[src/rtl/input_stream_sched_pkg.sv]
// Shared types and encodings for the operand-streaming sequencer.
package input_stream_sched_pkg;

   typedef enum logic [2:0] {
      IDLE,
      ARM,
      LOAD_A,
      LOAD_B,
      DRAIN,
      DONE
   } state_t;

   localparam logic [1:0] CLR_BOTH = 2'b11;
   localparam logic [1:0] RUN_A    = 2'b10;
   localparam logic [1:0] RUN_B    = 2'b01;

   // Counter width able to hold 0..modulo-1, never narrower than one bit.
   function automatic int cnt_width(input int modulo);
      return (modulo > 1) ? $clog2(modulo) : 1;
   endfunction

endpackage

[src/rtl/input_stream_sched_beat_counter.sv]
// Modulo-MODULO up-counter with enable; o_tc flags the last count before wrap.
module beat_counter #(
   parameter int MODULO = 16,
   parameter int W      = 4
) (
   input  logic         clk,
   input  logic         rst,
   input  logic         i_en,
   output logic [W-1:0] o_cnt,
   output logic         o_tc
);

   logic [W-1:0] r_cnt;

   assign o_tc  = (r_cnt == W'(MODULO - 1));
   assign o_cnt = r_cnt;

   always_ff @(posedge clk or posedge rst) begin
      if (rst) begin
         r_cnt <= '0;
      end else if (i_en) begin
         r_cnt <= o_tc ? '0 : r_cnt + W'(1);
      end
   end

endmodule

[src/rtl/input_stream_sched.sv]
// Sequencer for the A/B operand-streaming mux: streams N tiles of A then B
// blocks under back-pressure, drains the pipeline and pulses done.
//
// state  | meaning
// IDLE   | waiting for start, both lanes cleared
// ARM    | num_tiles latched, one setup cycle
// LOAD_A | issuing operand-A beats, lane B held clear
// LOAD_B | issuing operand-B beats, lane A held clear
// DRAIN  | fixed wait for the core pipeline to empty
// DONE   | one-cycle completion pulse
module input_stream_sched
   import input_stream_sched_pkg::*;
#(
   parameter int ADDR_W    = 8,
   parameter int BEATS     = 16,
   parameter int CNT_W     = 8,
   parameter int DRAIN_CYC = 4
) (
   input  logic              clk,
   input  logic              rst,
   input  logic              i_start,
   input  logic [CNT_W-1:0]  i_num_tiles,
   input  logic              i_src_ready,
   output logic              o_rd_en,
   output logic [ADDR_W-1:0] o_rd_addr,
   output logic              o_mux_sel,
   output logic [1:0]        o_mux_reset,
   output logic              o_busy,
   output logic              o_done
);

   localparam int DRAIN_W = cnt_width(DRAIN_CYC);

   state_t             r_state;
   state_t             w_next;
   logic [CNT_W-1:0]   r_num_tiles;
   logic [CNT_W-1:0]   r_tile_cnt;
   logic               w_loading;
   logic               w_rd_en;
   logic               w_addr_tc;
   logic               w_block_end;
   logic               w_last_tile;
   logic               w_drain_tc;
   logic [DRAIN_W-1:0] w_drain_cnt_unused;

   assign w_loading   = (r_state == LOAD_A) || (r_state == LOAD_B);
   assign w_rd_en     = w_loading && i_src_ready;
   assign w_block_end = w_rd_en && w_addr_tc;
   assign w_last_tile = (r_tile_cnt == r_num_tiles - CNT_W'(1));
   assign o_rd_en     = w_rd_en;

   // Wraps on the last beat of every block, so it is back at 0 between blocks.
   beat_counter #(
      .MODULO (BEATS),
      .W      (ADDR_W)
   ) u_addr_cnt (
      .clk   (clk),
      .rst   (rst),
      .i_en  (w_rd_en),
      .o_cnt (o_rd_addr),
      .o_tc  (w_addr_tc)
   );

   // Enabled on every DRAIN cycle, so it wraps back to 0 as DRAIN ends.
   beat_counter #(
      .MODULO (DRAIN_CYC),
      .W      (DRAIN_W)
   ) u_drain_cnt (
      .clk   (clk),
      .rst   (rst),
      .i_en  (r_state == DRAIN),
      .o_cnt (w_drain_cnt_unused),
      .o_tc  (w_drain_tc)
   );

   always_ff @(posedge clk or posedge rst) begin
      if (rst) begin
         r_num_tiles <= '0;
         r_tile_cnt  <= '0;
      end else if (r_state == IDLE && i_start) begin
         r_num_tiles <= i_num_tiles;
         r_tile_cnt  <= '0;
      end else if (r_state == LOAD_B && w_block_end) begin
         r_tile_cnt <= w_last_tile ? '0 : r_tile_cnt + CNT_W'(1);
      end
   end

   always_ff @(posedge clk or posedge rst) begin
      if (rst) begin
         r_state <= IDLE;
      end else begin
         r_state <= w_next;
      end
   end

   always_comb begin
      w_next      = r_state;
      o_mux_reset = CLR_BOTH;
      o_mux_sel   = 1'b0;
      o_busy      = 1'b1;
      o_done      = 1'b0;
      case (r_state)
         IDLE: begin
            o_busy = 1'b0;
            if (i_start) w_next = ARM;
         end
         ARM: begin
            w_next = (r_num_tiles == '0) ? DONE : LOAD_A;
         end
         LOAD_A: begin
            o_mux_reset = RUN_A;
            if (w_block_end) w_next = LOAD_B;
         end
         LOAD_B: begin
            o_mux_reset = RUN_B;
            o_mux_sel   = 1'b1;
            if (w_block_end) w_next = w_last_tile ? DRAIN : LOAD_A;
         end
         DRAIN: begin
            if (w_drain_tc) w_next = DONE;
         end
         DONE: begin
            o_done = 1'b1;
            w_next = IDLE;
         end
         default: begin
            w_next = IDLE;
         end
      endcase
   end

endmodule
[config.mk]
export PLATFORM = sky130hd
export DESIGN_NAME = input_stream_sched
export DESIGN_NICKNAME = d
export VERILOG_FILES = /design/src/rtl/input_stream_sched_pkg.sv /design/src/rtl/input_stream_sched_beat_counter.sv /design/src/rtl/input_stream_sched.sv
export SDC_FILE = /design/constraint.sdc
export NUM_CORES = 1
export LEC_CHECK = 0
export ABC_AREA = 0
export ABC_CLOCK_PERIOD_IN_PS = 5090
export CELL_PAD_IN_SITES_DETAIL_PLACEMENT = 0
export CELL_PAD_IN_SITES_GLOBAL_PLACEMENT = 1
export CORE_MARGIN = 3
export CORE_UTILIZATION = 40
export CTS_CLUSTER_DIAMETER = 120
export DETAILED_ROUTE_END_ITERATION = 10
export MAX_ROUTING_LAYER = met4
export PLACE_DENSITY = 0.81
export SLEW_MARGIN = 5
export SYNTH_ARGS = -nofsm -noshare
export SYNTH_HDL_FRONTEND = slang
export SYNTH_SLANG_ARGS = --single-unit
[constraint.sdc]
create_clock -name clk -period 5.09 [get_ports clk]
set_input_delay 0.509 -clock clk [delete_from_list [all_inputs] [get_ports clk]]
set_output_delay 0.509 -clock clk [all_outputs]
set_load 0.05 [all_outputs]
==> results.md <==
- Hold Vio Cnt, Final: 0
- Crit Path Max Fanout: 11
- Inst Count DP: around 240
- VDD IR max: around 0.36 mV
- Design area: slightly above 2000 um^2
- Row cnt: 22
- Yosys reg bits: 29
- Synth Instances: roughly 170
- Busiest grt layer: met2
- Worst slew pin tran: around 1100 ps
- Total GRT Usage: 0.1525
- R2R cell count: 6
- Register area: 725.7 um^2
- Crit. End Element: flip-flop
- Multi-input logic area: 864.6 um^2
- Met2 usage: 0.2445
- Routing usage on met1: 0.1839
- Post-route non-filler standard cell count: 246
- Final setup violation count: 0
- Largest family of logic cells by synthesized area: simple AND/OR/NAND/NOR gates
- WL final: between 3000 and 4000 um
- Crit start category: flip-flop
- Share of Yosys cell area claimed by the top area cell type: 0.4424
- Grt met3 use: 0.03597
- Netlist cell types: 40
- Leak pwr: 0.9034 nW
- Post-Route Setup TNS: 0 ps
- PD cells: between 400 and 500 nW/um^2
- Register area share after synthesis: 0.4424
- WL/cell: approximately 14 um
- Share of synthesized registers carrying an async set or reset: 1.000
- Die span in y: about 70 um
- Hold Path Cell Cnt: 1
- Initial DRC Count: 44
- Required @ worst endpoint: about 5200 ps
- Avg Synthesized Cell Area: slightly below 10 um^2
- Fin Clk Skew: 8.301 ps
- Yosys warning count: 0
- Post-synthesis mux area share: 0.07475
- Worst Hold Class: reg -> reg
- CTS-repair resized insts: 0
- DRC viols: 0
- Largest net degree at the start of global routing: 30
- Slew HR: 0.2715
- Sequential share of power: 0.395
- Via count of the routed design: roughly 1.3k
- CTS max path bufs: 2
- Clk_lat worst skew: approximately 280 ps
- Layout cell share with drive strength beyond 1: 0.1111
- Fillers: 360
- Post-Syn Area: approximately 1600 um^2
- Clock power share: 0.221
- Vias in the first global route: about 1.3k
- First-pass GRT wire length: around 5800 um
- Initial antenna violation count: 0
- Nets: 213
- Vias per cell: 5.366
- Critical path class: reg -> reg
- Final Cycle Share: 0.5182
- Area grow syn2layout: 22.96%
- Synth Area in Adders: 0.03051
- Post-Synth Simple-Gate Area: 0.2151
- Total grt overflow: 0
- Hold buffers post-CTS: 0
- Net load switching power: 0.3257 mW
- Setup Fix Bufs, Post-CTS: 0
- Die ar.: about 4900 um^2
- PortBufs: 25
- Dpl cell area: approximately 1900 um^2
- Top FF cell, synth: dfrtp_1
- Synth Area in Compound Gates: 0.1106
- Switching part of the total power: 0.4026
- Max Slew Vio Count: 0
- Post-Synth XOR/XNOR Area: 0.09611
- Gpl congestion: between 0.8 and 0.9
- Die X: about 70 um
- Area of the core: between 3000 and 4000 um^2
- Gate power share: 0.385
- Max-Cap Viols: 0
- Final Power: approximately 0.81 mW
- RSZ-0062 raised after global routing: no
- Inserted Diodes: 0
- Drt pass-1 iters: 4
- Clk sink count: 29
- Inserted Clock Buffers: 5
- Top post-synthesis cells by area: dfrtp_1 (44%), mux2_2 (6.9%), xnor2_1 (4.8%)
- EDFF count, synth: 0
- Initial Util: 0.4318
- CTS tree: done
- Crit path arrival time: approximately 2800 ps
- Outcome: finished, final reports clean
- Int Pwr: ~0.48 mW
- # IOs: 26
- H-tree depth: 2
- CTS root buf: clkbuf_8
- Tmin final: between 2000 and 3000 ps
- Max Fclk: approximately 380 MHz
- Mapped Nets: 185
- Number of routed nets with antenna violations: 0
- Top cell type by total area after synthesis: dfrtp_1
- Clock slew at reported path FFs: 60 ps
- Post-detail-place hpwl: between 2000 and 3000 um
final timing paths:
check	from	to	slack, ps
max in group asynchronous	rst	r_state[2]$_DFFE_PP0P_	3620
worst max-delay path	u_addr_cnt.o_cnt[4]$_DFFE_PP0P_	r_tile_cnt[2]$_DFFE_PP0P_	2450
worst min register to register	u_addr_cnt.o_cnt[7]$_DFFE_PP0P_	u_addr_cnt.o_cnt[7]$_DFFE_PP0P_	500
min in group asynchronous	rst	r_num_tiles[2]$_DFFE_PP0P_	800
worst max register to register	u_addr_cnt.o_cnt[4]$_DFFE_PP0P_	r_tile_cnt[2]$_DFFE_PP0P_	2450
worst min-delay path	u_addr_cnt.o_cnt[7]$_DFFE_PP0P_	u_addr_cnt.o_cnt[7]$_DFFE_PP0P_	500
state kept, by name (all words and copies together) (netlist names):
name               flops
r_tile_cnt             8
u_addr_cnt.o_cnt       8
r_num_tiles            8
u_drain_cnt.o_cnt      2
r_state                3
kinds of logic (layout without fill, tap and decap cells):
logic type / after synthesis / count (layout)
AO/OA/AOI/OAI: 24 / 24
flip-flops: 29 / 29
multiplexers: 11 / 11
XOR/XNOR: 18 / 18
adder cells (fa/ha/maj): 4 / 4
buffers and inverters: 13 / 42
AND/OR/NAND/NOR: 70 / 70
cells in the final DEF (no fill, tap or decap), types with 2 or more instances in the layout:
cell type / n
dfrtp_1: 29
clkdlybuf4s50_1: 25
nor2_1: 19
nand2_1: 14
nand3_1: 11
mux2_2: 10
xnor2_1: 9
xor2_1: 9
inv_1: 8
o21ai_0: 7
and3_1: 5
clkbuf_8: 5
nand4_1: 4
nor3_1: 4
ha_1: 4
nor4_1: 3
a211oi_1: 2
a21o_1: 2
nor3b_1: 2
o22ai_1: 2
a21oi_1: 2
a31oi_1: 2
clkinv_2: 2
area by class of cell:
cell class,count,share of cell area
inverter,9,0.01675
timing repair buffer,25,0.1241
sequential,29,0.3598
multi-input combinational,127,0.4287
clock buffer,6,0.03598
clock inverter,2,0.004963
tap,48,0.02978
through the flow:
| step | utilization | hold WS, ps | worst slack, ps |
|---|---|---|---|
| final | 0.5310 | 503.3 | 2452 |
| after global routing | 0.5310 | 538.8 | 2197 |
| after CTS | 0.5310 | 509.5 | 2475 |
| after detailed placement | 0.5092 | 498.9 | 2417 |
| after global placement | 0.5092 | 495.6 | 2550 |
| after floorplan | - | 484.8 | 2330 |
power by group through the flow:
stage               clock network (mW)  registers [mW]  logic [mW]
floorplan                            0           0.361       0.175
global placement                     0           0.322       0.307
detailed placement                   0           0.323       0.314
CTS                              0.184           0.319       0.315
global route                     0.197           0.328       0.335
finish                           0.178           0.319       0.311
cells in the mapped netlist, types with 3 or more instances:
cell	number
nor4_1	3
dfrtp_1	29
xnor2_1	9
nand2_1	14
mux2_2	10
nand3_1	11
nor2_1	19
o21ai_0	7
ha_1	4
inv_1	8
nor3_1	4
xor2_1	9
and3_1	5
nand4_1	4
layer usage:
| layer | up-vias | routed length (um) |
|---|---|---|
| li1 | 654 | - |
| met1 | 632 | 1575 |
| met2 | 27 | 1632 |
| met3 | 7 | 133 |
| met4 | 0 | 55 |
| met5 | - | 0 |
worst max-delay path, cell delays in order, from the launching register on:
cell	delay, ps
dfrtp_1	420
nor4_1	610
nand3_1	300
a21oi_1	630
nor2_1	260
a31oi_1	210
mux2i_1	100
No activity file was read; power rests on OpenSTA's default activity.
